File: src/rtl/add_ctrl_pkg.sv
// Shared types and helpers for the online-multiplier carry sequencer.
package add_ctrl_pkg;

    typedef enum logic [1:0] {
        IDLE = 2'd0,
        RUN  = 2'd1,
        DONE = 2'd2
    } state_t;

    // Width of a digit index able to reach digits-1; never narrower than one bit.
    function automatic int cnt_width(input int digits);
        return (digits > 1) ? $clog2(digits) : 1;
    endfunction

    function automatic int lane_lsb(input int lane, input int cw);
        return lane * cw;
    endfunction

endpackage

File: src/rtl/carry_delay_line.sv
// One lane of carry feedback: a DELAY-deep shift line with step, clear and hold.
module carry_delay_line #(
    parameter int CW    = 2,
    parameter int DELAY = 1
) (
    input  logic          clk,
    input  logic          reset,
    input  logic          step,
    input  logic          clear,
    input  logic [CW-1:0] din,
    output logic [CW-1:0] dout
);

    logic [CW-1:0] stage_q [DELAY];
    logic [CW-1:0] stage_d [DELAY];

    // Clear wins over step; with neither asserted every stage holds.
    always_comb begin
        for (int k = 0; k < DELAY; k++) begin
            stage_d[k] = stage_q[k];
        end
        if (clear) begin
            for (int k = 0; k < DELAY; k++) begin
                stage_d[k] = '0;
            end
        end else if (step) begin
            stage_d[0] = din;
            for (int k = 1; k < DELAY; k++) begin
                stage_d[k] = stage_q[k-1];
            end
        end
    end

    always_ff @(posedge clk) begin
        for (int k = 0; k < DELAY; k++) begin
            if (reset) begin
                stage_q[k] <= '0;
            end else begin
                stage_q[k] <= stage_d[k];
            end
        end
    end

    assign dout = stage_q[DELAY-1];

endmodule

File: src/rtl/add_carry_seq.sv
// Carry feedback register for the online multiplier: LANES delay lines plus the
// IDLE/RUN/DONE sequencer that counts DIGITS digit steps per operation.
module add_carry_seq
    import add_ctrl_pkg::*;
#(
    parameter int LANES     = 2,
    parameter int CW        = 2,
    parameter int DIGITS    = 32,
    parameter int DELAY     = 1,
    parameter bit MODE_HOLD = 1'b0,
    localparam int CNT_W    = cnt_width(DIGITS)
) (
    input  logic                clk,
    input  logic                asyn_reset,
    input  logic                start,
    input  logic                add_enable,
    input  logic [LANES*CW-1:0] cout_frac,
    output logic [LANES*CW-1:0] cin_frac,
    output logic [CNT_W-1:0]    digit_idx,
    output logic                busy,
    output logic                last_digit,
    output logic                done
);

    localparam logic [CNT_W-1:0] LAST_IDX = CNT_W'(DIGITS - 1);

    state_t             state_q, state_d;
    logic [CNT_W-1:0]   idx_q, idx_d;
    logic               in_run, is_last, step, clear;
    logic [LANES*CW-1:0] line_out;

    assign in_run  = (state_q == RUN);
    assign is_last = in_run && (idx_q == LAST_IDX);
    assign step    = in_run && add_enable;

    // Lines stay cleared outside RUN so every operation starts from zero carries.
    assign clear = !in_run || (step && is_last) || (in_run && !add_enable && !MODE_HOLD);

    always_ff @(posedge clk) begin
        if (asyn_reset) begin
            state_q <= IDLE;
            idx_q   <= '0;
        end else begin
            state_q <= state_d;
            idx_q   <= idx_d;
        end
    end

    always_comb begin
        state_d = state_q;
        case (state_q)
            IDLE:    if (start) state_d = RUN;
            RUN:     if (add_enable && is_last) state_d = DONE;
            DONE:    state_d = start ? RUN : IDLE;
            default: state_d = IDLE;
        endcase
    end

    always_comb begin
        idx_d = idx_q;
        if (!in_run || (step && is_last)) begin
            idx_d = '0;
        end else if (step) begin
            idx_d = idx_q + CNT_W'(1);
        end
    end

    // A stalled step in clear mode has no meaningful carry, so it is masked at once.
    always_comb begin
        busy       = in_run;
        done       = (state_q == DONE);
        last_digit = is_last;
        digit_idx  = idx_q;
        cin_frac   = '0;
        if (in_run && (add_enable || MODE_HOLD)) begin
            cin_frac = line_out;
        end
    end

    for (genvar g = 0; g < LANES; g++) begin : g_lane
        carry_delay_line #(
            .CW    (CW),
            .DELAY (DELAY)
        ) u_line (
            .clk   (clk),
            .reset (asyn_reset),
            .step  (step),
            .clear (clear),
            .din   (cout_frac[lane_lsb(g, CW) +: CW]),
            .dout  (line_out[lane_lsb(g, CW) +: CW])
        );
    end

endmodule

File: config.mk
export PLATFORM = sky130hd
export DESIGN_NAME = add_carry_seq
export DESIGN_NICKNAME = d
export VERILOG_FILES = /design/src/rtl/add_ctrl_pkg.sv /design/src/rtl/carry_delay_line.sv /design/src/rtl/add_carry_seq.sv
export SDC_FILE = /design/constraint.sdc
export NUM_CORES = 1
export LEC_CHECK = 0
export CORE_MARGIN = 4
export CORE_UTILIZATION = 35
export CTS_CLUSTER_SIZE = 14
export DETAILED_ROUTE_END_ITERATION = 7
export PLACE_DENSITY = 0.7
export SLEW_MARGIN = 10
export SYNTH_ARGS = -nofsm -noshare
export SYNTH_HDL_FRONTEND = slang
export SYNTH_SLANG_ARGS = --single-unit
File: constraint.sdc
create_clock -name clk -period 1.4 [get_ports clk]
set_clock_uncertainty 0.1 [all_clocks]
set_input_delay 0.28 -clock clk [delete_from_list [all_inputs] [get_ports clk]]
set_output_delay 0.28 -clock clk [all_outputs]
set_load 0.05 [all_outputs]
==> summary.txt <==
Outcome = finished with violations
Failing checks = negative setup slack
Reg2reg setup slack = -0.20 ns
CTS H-tree depth = 1
Number of synthesized flops with an enable pin = 0
Most numerous cell in the Yosys netlist = dfxtp_1
Worst slew pin tran = 0.2603 ns
First-pass GRT wire length = 2.070 mm
Routed WL per cell = 13.20 µm
Fillcell total = 74
Top cells by count, synth = dfxtp_1 (11), and2_1 (9), nor2_1 (5)
Period utilization = 123.2%
Routed Antenna Nets = 0
Synth top area share = 45.95%
Routed vias/inst = 4.660
Layout area overhead = 110.4%
CTS Buf Count = 3
Met2 wire length = 687 µm
Synth async-reset ratio = 0%
Critical path class = flop to output pin
Total GRT Usage = 13.77%
Seq/Total Area, Yosys = 45.95%
Die area = 0.002025 mm²
Avg Cell Area, Syn = 10.65 µm²
Layout Cells excl Fill = 94
Top cell by count, worst path = ha_4
Die H = 45 µm
Vias in the first global route = 459
Synth top area cells = dfxtp_1 (46%), and2_1 (12%), ha_1 (5.2%)
Final WS setup = -0.3242 ns
Post-synth top flop = dfxtp_1
Hold Crit Class = input pin to flop
Worst-path clk slew = 0.07 ns
Slew HR = 82.57%
# hold bufs at CTS = 0
Post-route minimum period = 1.724 ns
Final Hold Vio Count = 0
Critical path cell sequence = ha_4 -> and3_4 -> ha_4 -> and2_4 -> buf_12
Worst Setup Start Kind = flop
Core area = 0.001301 mm²
# nets final = 90
Final Cell Area = 0.001008 mm²
P_leak = 0.4190 nW
Yosys warnings = 0
Drt first pass iters = 4
Congestion Overflow GR = 0
#FFs+latches synth = 11
Post-Route M1 WL = 507 µm
CP arrival = 1.34 ns
Highest Signal Layer = met3
Clk root buf = clkbuf_4
Mapped cell area = 479.2 µm²
Initial core utilization = 36.83%
# port buffers = 19
Seq. cell area = 232.7 µm²
Area leader, netlist = dfxtp_1
Total placed cells including tap cells = 87
Peak VDD IR = 569.8 µV
Final wirelength = 1.241 mm
WL met3 = 46 µm
Required time of the critical path = 1.02 ns
Multi-input logic area = 320.3 µm²
Sink Count = 11
Final core utilization = 77.50%
CTS max path bufs = 2
Synth Instances = 45
Crit path capture type = output pin
Die W = 45 µm
Pwr dens = 673.9 mW/mm²
Ant. Diodes = 0
Post-Syn Nets = 55
Gpl congestion = 0.7169
Worst slack at placement = -0.2978 ns
Unrepaired setup endpoints after global routing = true
CP Max Fanout = 2
Synth unique cells = 19
Crit path max-delay cell type = dfxtp_4
Largest net degree at the start of global routing = 7
Boundary Pins = 20
Starting DRT DRC Count = 10
Slowest stage delay, CP = 0.36 ns
Final Total Pwr = 0.6796 mW
Initial antenna violation count = 0
Max Cap Viol = 0
Row Count = 13
HPWL after DPL = 912.1 µm
Placed inst area = 918.4 µm²
Setup violators final = 16
F_max = 580.0 MHz
Worst-Skew Late Latency = 0.26 ns
Max Slew Vio Count = 0
Drc violations = 0
TritonCTS clock tree = built
Vias = 438
Fraction of layout cells with a size suffix above 1 = 62.03%
-- per-stage QoR --
step	setup TNS (ns)	hold slack [ns]
6_report	-2.585	0.4773
5_1_grt	-3.181	0.4726
4_1_cts	-2.399	0.4700
3_5_place_dp	-2.583	0.5263
3_3_place_gp	-2.257	0.5126
2_1_floorplan	-0.5785	0.2910
-- cells in the final DEF (no fill, tap or decap), types with 2 or more instances in the layout --
| cell type | count |
|---|---|
| and2_1 | 4 |
| and2_4 | 5 |
| buf_12 | 12 |
| buf_4 | 10 |
| buf_6 | 2 |
| clkbuf_4 | 3 |
| clkdlybuf4s50_1 | 6 |
| dfxtp_1 | 5 |
| dfxtp_2 | 4 |
| dfxtp_4 | 2 |
| ha_4 | 2 |
| mux2i_1 | 2 |
| nor2_1 | 2 |
| nor2_4 | 2 |
| xor2_1 | 2 |
-- logic make-up (layout without fill, tap and decap cells) --
| logic type | Yosys count | count (layout) | synth area share (%) |
|---|---|---|---|
| AO/OA/AOI/OAI | 2 | 2 | 2.871 |
| XOR/XNOR | 3 | 3 | 5.484 |
| AND/OR/NAND/NOR | 23 | 23 | 34.47 |
| buffers and inverters | 2 | 36 | 1.826 |
| multiplexers | 2 | 2 | 4.178 |
| adder cells (fa/ha/maj) | 2 | 2 | 5.221 |
| flip-flops | 11 | 11 | 45.95 |
-- sequential cells by signal, indices dropped and copies added (netlist names) --
name and cells:
digit_idx 5, g_lane.u_line.stage_q 4, state_q 2
-- power by group --
group,switching (mW),internal [mW],total [mW]
Clock,0.104,0.110,0.214
Sequential,0.00499,0.317,0.322
Combinational,0.0618,0.0818,0.144
Total,0.170,0.509,0.680
-- cell type report --
type,count,area share [%]
Clock buffer,4,2.605
Inverter,1,0.3722
Multi-Input combinational cell,32,31.76
Sequential cell,11,23.08
Tap cell,15,1.861
Timing Repair Buffer,31,40.32
-- critical path: cells and delay by family, from the launching register on --
kind / cells / cell delay, ns
fa+ha+maj: 2 / 0.30
flops: 1 / 0.36
simple gates: 2 / 0.29
buf+inv: 1 / 0.14
-- timing repair --
action                     4_1_cts  5_1_grt
pin swaps                        6        1
gates resized for setup         14        4
setup buffers                    3        0
gates cloned                     0        0
setup endpoints to repair       16       16
-- routing by layer --
layer  vias to the layer above  track usage, %
met5                         -               0
met4                         0           3.509
met3                         0           3.187
met2                        12           25.42
met1                       209           15.65
li1                        217               -
-- worst paths after layout --
path,cells after the start,endpoint,start
hold / removal,3,state_q[0],start
setup reg to reg,6,digit_idx[0],digit_idx[0]
hold reg to reg,3,digit_idx[1],digit_idx[0]
setup / recovery,5,last_digit,digit_idx[0]
(Power assumes the default switching activity.)
